<file path="config.mk">
export PLATFORM = sky130hd
export DESIGN_NAME = imem_loader
export DESIGN_NICKNAME = d
export VERILOG_FILES = /design/src/rtl/mips_loader_pkg.sv /design/src/rtl/imem_ram.sv /design/src/rtl/imem_loader.sv
export SDC_FILE = /design/constraint.sdc
export NUM_CORES = 2
export LEC_CHECK = 0
export ABC_AREA = 1
export ABC_CLOCK_PERIOD_IN_PS = 9100
export CORE_MARGIN = 4
export CORE_UTILIZATION = 50
export CTS_BUF_LIST = sky130_fd_sc_hd__clkbuf_4
export CTS_CLUSTER_SIZE = 8
export DETAILED_ROUTE_END_ITERATION = 6
export PLACE_DENSITY = 0.65
export SYNTH_ARGS = -nofsm -noshare
export SYNTH_HDL_FRONTEND = slang
export SYNTH_SLANG_ARGS = --single-unit
export TNS_END_PERCENT = 100
</file>
<file path="constraint.sdc">
create_clock -name clk -period 9.1 [get_ports clk]
set_input_delay 1.82 -clock clk [delete_from_list [all_inputs] [get_ports clk]]
set_output_delay 1.82 -clock clk [all_outputs]
set_load 0.02 [all_outputs]
</file>
<file path="src/rtl/mips_loader_pkg.sv">
// Shared types for the instruction-memory loader: FSM states and stream packing constants.
package mips_loader_pkg;
    typedef enum logic [1:0] {LEN_HI, LEN_LO, DATA, RUN} loader_state_t;
    localparam int BYTES_PER_WORD = 4;
    localparam logic [1:0] LAST_BYTE = 2'(BYTES_PER_WORD - 1);
endpackage

</file>
<file path="src/rtl/imem_ram.sv">
// Instruction RAM: one synchronous write port, one asynchronous read port for single-cycle fetch.
module imem_ram #(
    parameter int ADDR_W = 6
) (
    input  logic              clk,
    input  logic              we,
    input  logic [ADDR_W-1:0] waddr,
    input  logic [31:0]       wdata,
    input  logic [ADDR_W-1:0] raddr,
    output logic [31:0]       rdata
);
    logic [31:0] mem [2**ADDR_W];

    always_ff @(posedge clk) begin
        if (we) begin
            mem[waddr] <= wdata;
        end
    end

    assign rdata = mem[raddr];
endmodule

</file>
<file path="src/rtl/imem_loader.sv">
// Loads a length-prefixed big-endian byte stream into instruction RAM and holds the core in reset until done.
//   state  | meaning
//   LEN_HI | waiting for word-count high byte
//   LEN_LO | waiting for word-count low byte
//   DATA   | packing data bytes into words and writing RAM
//   RUN    | load complete, core released, stream blocked
module imem_loader
    import mips_loader_pkg::*;
#(
    parameter int ADDR_W = 6
) (
    input  logic            clk,
    input  logic            reset,
    input  logic            in_valid,
    input  logic [7:0]      in_data,
    output logic            in_ready,
    input  logic            reload_req,
    input  logic [7:0]      pc_mini,
    output logic [31:0]     instr,
    output logic            cpu_reset,
    output logic            loading,
    output logic            err_ovf,
    output logic [ADDR_W:0] words_loaded
);
    localparam int DEPTH = 2**ADDR_W;
    localparam logic [15:0] DEPTH16 = 16'(DEPTH);

    loader_state_t     state;
    logic [15:0]       len;
    logic [23:0]       shift_buf;
    logic [1:0]        byte_cnt;
    logic [15:0]       words_received;
    logic [ADDR_W-1:0] waddr;

    logic        accept;
    logic        word_done;
    logic        we;
    logic [31:0] wdata;

    assign in_ready  = (state != RUN);
    assign accept    = in_valid & in_ready;
    assign word_done = accept && (state == DATA) && (byte_cnt == LAST_BYTE);
    // Words past the RAM depth are still counted so the stream stays framed.
    assign we        = word_done && (words_received < DEPTH16);
    assign wdata     = {shift_buf, in_data};

    always_ff @(posedge clk or negedge reset) begin
        if (!reset) begin
            state          <= LEN_HI;
            len            <= '0;
            shift_buf      <= '0;
            byte_cnt       <= '0;
            words_received <= '0;
            waddr          <= '0;
            words_loaded   <= '0;
            err_ovf        <= 1'b0;
            cpu_reset      <= 1'b1;
            loading        <= 1'b1;
        end else begin
            cpu_reset <= (state != RUN) || reload_req;
            loading   <= (state != RUN) || reload_req;
            case (state)
                LEN_HI: begin
                    if (accept) begin
                        len[15:8] <= in_data;
                        state     <= LEN_LO;
                    end
                end
                LEN_LO: begin
                    if (accept) begin
                        len[7:0] <= in_data;
                        state    <= ({len[15:8], in_data} == 16'd0) ? RUN : DATA;
                    end
                end
                DATA: begin
                    if (accept) begin
                        if (byte_cnt == LAST_BYTE) begin
                            byte_cnt       <= '0;
                            words_received <= words_received + 16'd1;
                            if (we) begin
                                waddr        <= waddr + 1'b1;
                                words_loaded <= words_loaded + 1'b1;
                            end else begin
                                err_ovf <= 1'b1;
                            end
                            if (words_received + 16'd1 == len) begin
                                state <= RUN;
                            end
                        end else begin
                            shift_buf <= {shift_buf[15:0], in_data};
                            byte_cnt  <= byte_cnt + 1'b1;
                        end
                    end
                end
                RUN: begin
                    if (reload_req) begin
                        state          <= LEN_HI;
                        len            <= '0;
                        byte_cnt       <= '0;
                        words_received <= '0;
                        waddr          <= '0;
                        words_loaded   <= '0;
                        err_ovf        <= 1'b0;
                    end
                end
                default: state <= LEN_HI;
            endcase
        end
    end

    imem_ram #(.ADDR_W(ADDR_W)) u_ram (
        .clk   (clk),
        .we    (we),
        .waddr (waddr),
        .wdata (wdata),
        .raddr (pc_mini[ADDR_W+1:2]),
        .rdata (instr)
    );
endmodule

</file>
Word-level counts from Yosys, hierarchy flattened
Memories as Yosys holds them, arrays and structs flattened. Cells that the tools add are included. Widths: inputs -> output; s select.

Bits in registers: 75. Bits in writable memories: 2048. Output and inout bits: 43. Word-level logic and storage cells: 84. Memories: 1.

Memory list: u_ram.mem (depth 64, bits a word 32, read ports 1, clocked after Yosys merged registers in 0, wr ports 1, line imem_ram.sv:12) `logic [31:0] mem [2**ADDR_W];`.

Add/subtract/negate cells: 4. Magnitude comparators: 1. Eq/ne operators: 14. Mux-type cells: 35. Bitwise operators: 2. Reduce and logical (&&, ||, !) cells: 17.

Operators with widths (number): $mux 16 (3); $pmux 16 s2 (1); $pmux 8 s2 (2); $mux 7 (4); $mux 6 (4); $add 16x1->16 const B (1); $eq 16x16->1 (1); $logic_not 16->1 (1); $lt 16x7->1 const B (1); $mux 2 (8); $pmux 7 s2 (1); $ne 2x2->1 const B (6); $pmux 6 s2 (1); $reduce_and 3->1 (4); $reduce_and 5->1 (2); $mux 8 (1); $pmux 2 s4 (1); $add 7x1->7 const B (1); $mux 1 (7); $add 6x1->6 const B (1); $eq 2x2->1 const B (3); $ne 2x1->1 const B (3); $reduce_and 6->1 (1); $reduce_bool 2->1 (3); other kinds (10) (12).

Logic depth before layout (Yosys ltp)
Word-level depth: 9. Mapped depth: 17. Depth with buffers taken out: 17.

Hierarchy
From an unflattened synthesis, not the netlist that was laid out.

Cells, all modules: 7206. Area total of the unflattened synthesis: 86045.0 um2.

By module, submodules not included: imem_ram (times used 1, cells an instance 6737, area each 82097.5 um2, sequential area each 61499.0 um2); imem_loader (times used 1, cells an instance 469, area each 3947.5 um2, sequential area each 1878.1 um2).

Worst setup path after synthesis
No wires, ideal clock.

Kind: input -> output. From: input pc_mini[3]. To: output instr[9]. Arrival time: 3.245 ns. Required time: 7.280 ns. Setup slack: 4.035 ns. Stages on the path: 11. Path through: buf_4 clkinv_2 buf_6 clkbuf_1 o21ai_0 o22ai_1 nand2_1 nand3_1 nand3_1 a21boi_1 o21ai_1.

Longest elaborated chain between the ends: 1.

RTL lines: start, declared (line imem_loader.sv:18) `input logic [7:0] pc_mini,`; $mem_v2 64x32; end, declared (line imem_loader.sv:19) `output logic [31:0] instr,`.

Every way passes these cells.

Final worst setup path
From: input pc_mini[2]. To: output instr[14].

The elaborated chain is that of the path after synthesis.

==> flow_metrics.env <==
export IMPL_outcome="complete, no violations"
export IMPL_synth_distinct_cells=46
export IMPL_final_hold_viol_count=0
export IMPL_power_report_internal_total_mw=16.5
export IMPL_synth_seq_cells=2123
export IMPL_p_clk_frac=0.344
export IMPL_clock_tree_root="clkbuf_4"
export IMPL_max_cap_violations=0
export IMPL_r2r_worst_path_cells=9
export IMPL_sw_power_mw=6.13
export IMPL_yosysSeqAreaShare=0.753
export IMPL_synth_top_area_share=0.730
export IMPL_groute_layer_met2_usage=0.424
export IMPL_grt_pass1_vias=54952
export IMPL_setup_tns_final_ps=0
export IMPL_die_width_um=418
export IMPL_nNetsFinal=6883
export IMPL_top_level_pins=63
export IMPL_path_cells="buf_8 -> inv_16 -> buf_4 -> o21ai_0 -> o22ai_1 -> nand2_1 -> nand3_1 -> nand3_1 -> nand2_1 -> nand2_1 -> o21ai_1 -> clkdlybuf4s50_1"
export IMPL_comb_power_share=0.110
export IMPL_globalRoute_busiestLayer="met2"
export IMPL_power_density_nw_per_um2=241
export IMPL_critPathLaunch="pc_mini[2]"
export IMPL_buffer_ports_inserted=60
export IMPL_detail_route_vias_per_cell=6.07
export IMPL_area_growth_pct=11.7
export IMPL_grt_pass1_wl_mm=351
export IMPL_gr_usage_all_layers=0.271
export IMPL_post_route_cells_drive_above_1_share=0.158
export IMPL_timing_critical_path_to="instr[14]"
export IMPL_cts_hold_fix_buffers=0
export IMPL_worstPathMaxFanout=179
export IMPL_drt_pass1_iterations=5
export IMPL_leakage_nw=31.1
export IMPL_post_route_period_util=0.800
export IMPL_synth_avg_cell_area_um2=12.9
export IMPL_tritoncts_num_buffers=546
export IMPL_clock_tree_from_tritoncts="built"
export IMPL_cp_end_kind="output pin"
export IMPL_switching_share=0.270
export IMPL_clock_insertion_delay_worst_skew_ps=1360
export IMPL_ctsHtreeMaxLevel=6
export IMPL_critPathTopFamily="buffers and inverters"
export IMPL_critical_path_startpoint_type="primary input"
export IMPL_final_weighted_congestion_in_routability_driven_placement=0.823
export IMPL_synthesis_instances=6539
export IMPL_drtIter0Drc=7244
export IMPL_synth_main_ff_cell="edfxtp_1"
export IMPL_post_dp_cell_area_um2=87500
export IMPL_grt_setup_unrepaired="false"
export IMPL_cts_resized=0
export IMPL_clockBufferDepth=4
export IMPL_core_area_um2=167000
export IMPL_dieArea_um2=175000
export IMPL_final_hold_worst_slack_ps=363
export IMPL_irDropWorstVdd_mv=0.175
export IMPL_finalCriticalPeriod_ps=7280
export IMPL_async_reset_ff_frac=0.0353
export IMPL_r2r_start="state[0]"
export IMPL_detail_route_wirelength_mm=240
export IMPL_path_common_cell="nand2_1"
export IMPL_critical_path_n_buffers_inverters=4
export IMPL_max_clock_freq_mhz=137
export IMPL_grt_antenna_before_repair=8
export IMPL_grt_start_max_net_pins=203
export IMPL_grt_overflow_total=0
export IMPL_synth_edff_count=2048
export IMPL_count_of_warnings_emitted_by_yosys=0
export IMPL_hold_path_class="in -> async"
export IMPL_detailedPlacementHpwl_mm=121
export IMPL_synth_top_cells_by_count="edfxtp_1 (2,048), nor2_1 (1,236), o21ai_0 (1,170), o22ai_1 (567), nand2_1 (468)"
export IMPL_yosys_top_cells_area="edfxtp_1 (73%), o21ai_0 (7.0%), nor2_1 (5.5%)"
export IMPL_tightest_pin_transition_ps=1360
export IMPL_die_h_um=418
export IMPL_setup_reg_to_reg_worst_slack_ps=4750
export IMPL_grtUsageMet1=0.373
export IMPL_final_layout_fill_cell_count=13472
export IMPL_antenna_violating_nets_post_route=0
export IMPL_crit_reg2reg_capture="u_ram.mem[60][21]"
export IMPL_rows=150
export IMPL_timing_max_transition_violations_final=0
export IMPL_dr_total_vias=57234
export IMPL_initial_utilization=0.504
export IMPL_post_cts_repair_setup_buffers=0
export IMPL_worstSetupPathDepth=12
export IMPL_reg_power_frac=0.547
export IMPL_clock_input_transition_at_the_sequential_cells_of_the_worst_setup_and_hold_paths_ps=60
export IMPL_detail_route_wl_per_cell_um=25.5
export IMPL_grt_use_met3=0.0579
export IMPL_syn_num_nets=6568
export IMPL_critPathRequiredTime_ps=7280
export IMPL_route_detailed_drc=0
export IMPL_slew_headroom=0.0934
export IMPL_most_area_hungry_cell_type_in_the_yosys_netlist="edfxtp_1"
export IMPL_synth_most_common_cell="edfxtp_1"
export IMPL_crit_path_top_delay_cell="clkdlybuf4s50_1"
export IMPL_finalSetupViolations=0
export IMPL_path_class="in -> out"
export IMPL_clock_net_sink_count=2123
export IMPL_finClkSkew_ps=100
export IMPL_post_synth_instance_area_um2=84200
export IMPL_critical_path_max_stage_delay_ps=690
export IMPL_arrival_ps=5460
export IMPL_stdcell_area_um2=94100
## routing by layer
metal	vias to the layer above	wire, um
met3	511	25600
li1	25206	-
met2	3301	112000
met1	28212	94100
met5	-	29
met4	4	8770
## registers in the layout, summed over array words and instances (netlist names), 2 cells and up
| register | flops |
|---|---|
| byte_cnt | 2 |
| len | 16 |
| shift_buf | 24 |
| state | 2 |
| u_ram.mem | 2048 |
| waddr | 6 |
| words_loaded | 7 |
| words_received | 16 |
## cells in the final DEF (no fill, tap or decap), types with 42 or more instances in the layout
master,instances
buf_4,131
clkbuf_4,796
clkdlybuf4s50_1,45
clkinv_1,69
dfrtp_1,50
edfxtp_1,2048
inv_1,59
nand2_1,468
nand3_1,257
nor2_1,1172
nor2_4,66
o21ai_0,1170
o21ai_1,42
o22ai_1,567
## worst reg2reg max path, stage by stage, from the launching register on
cell	delay [ps]
dfrtp_1	440
ha_1	360
inv_2	310
nand2_2	130
nor2_1	150
nand2_2	180
nor2_1	270
nand3_1	720
nor2_4	810
buf_4	530
## stage by stage
stage,cells,total power [mW],worst slack (ps),utilization
after global placement,8510,14.9,1950,0.523
after floorplan,6539,13.7,4030,-
final,9424,22.7,1820,0.563
after CTS,9411,22.8,1930,0.562
after detailed placement,8510,15.0,1920,0.523
after global routing,9417,23.6,1700,0.563
## worst min path at each step
stage	to	slack, ps
2_1_floorplan	len[2]	450
3_5_place_dp	len[2]	490
4_1_cts	words_loaded[5]	200
6_report	words_loaded[5]	360
3_3_place_gp	shift_buf[5]	480
5_1_grt	words_loaded[5]	210
## power by group through the flow
stage	Sequential (mW)	Clock (mW)	Combinational (mW)
after floorplan	12.6	0	1.11
after global placement	12.6	0	2.38
after detailed placement	12.6	0	2.46
after CTS	12.4	7.95	2.46
after global routing	12.4	8.51	2.70
final	12.4	7.79	2.49
## layout make-up
type | count | area (um2) | share of cell area
clock inverters | 105 | 539 | 0.00573
well taps | 2204 | 2760 | 0.0293
flip-flops and latches | 2123 | 63400 | 0.674
multi-input cells | 3895 | 18900 | 0.201
inverters | 68 | 302 | 0.00321
clock buffers | 796 | 5980 | 0.0635
repair buffers | 220 | 2160 | 0.0229
diodes | 13 | 32.5 | 0.000346
## kinds of logic after synthesis
family	share of synthesized area
DFF	0.753
and+or+nand+nor	0.0962
AOI/OAI and AO/OA	0.119
buffers and inverters	0.0285
muxes	0.00160
adders and majority gates	0.00134
xor gates and xnor gates	0.000951
(Power assumes the default switching activity.)
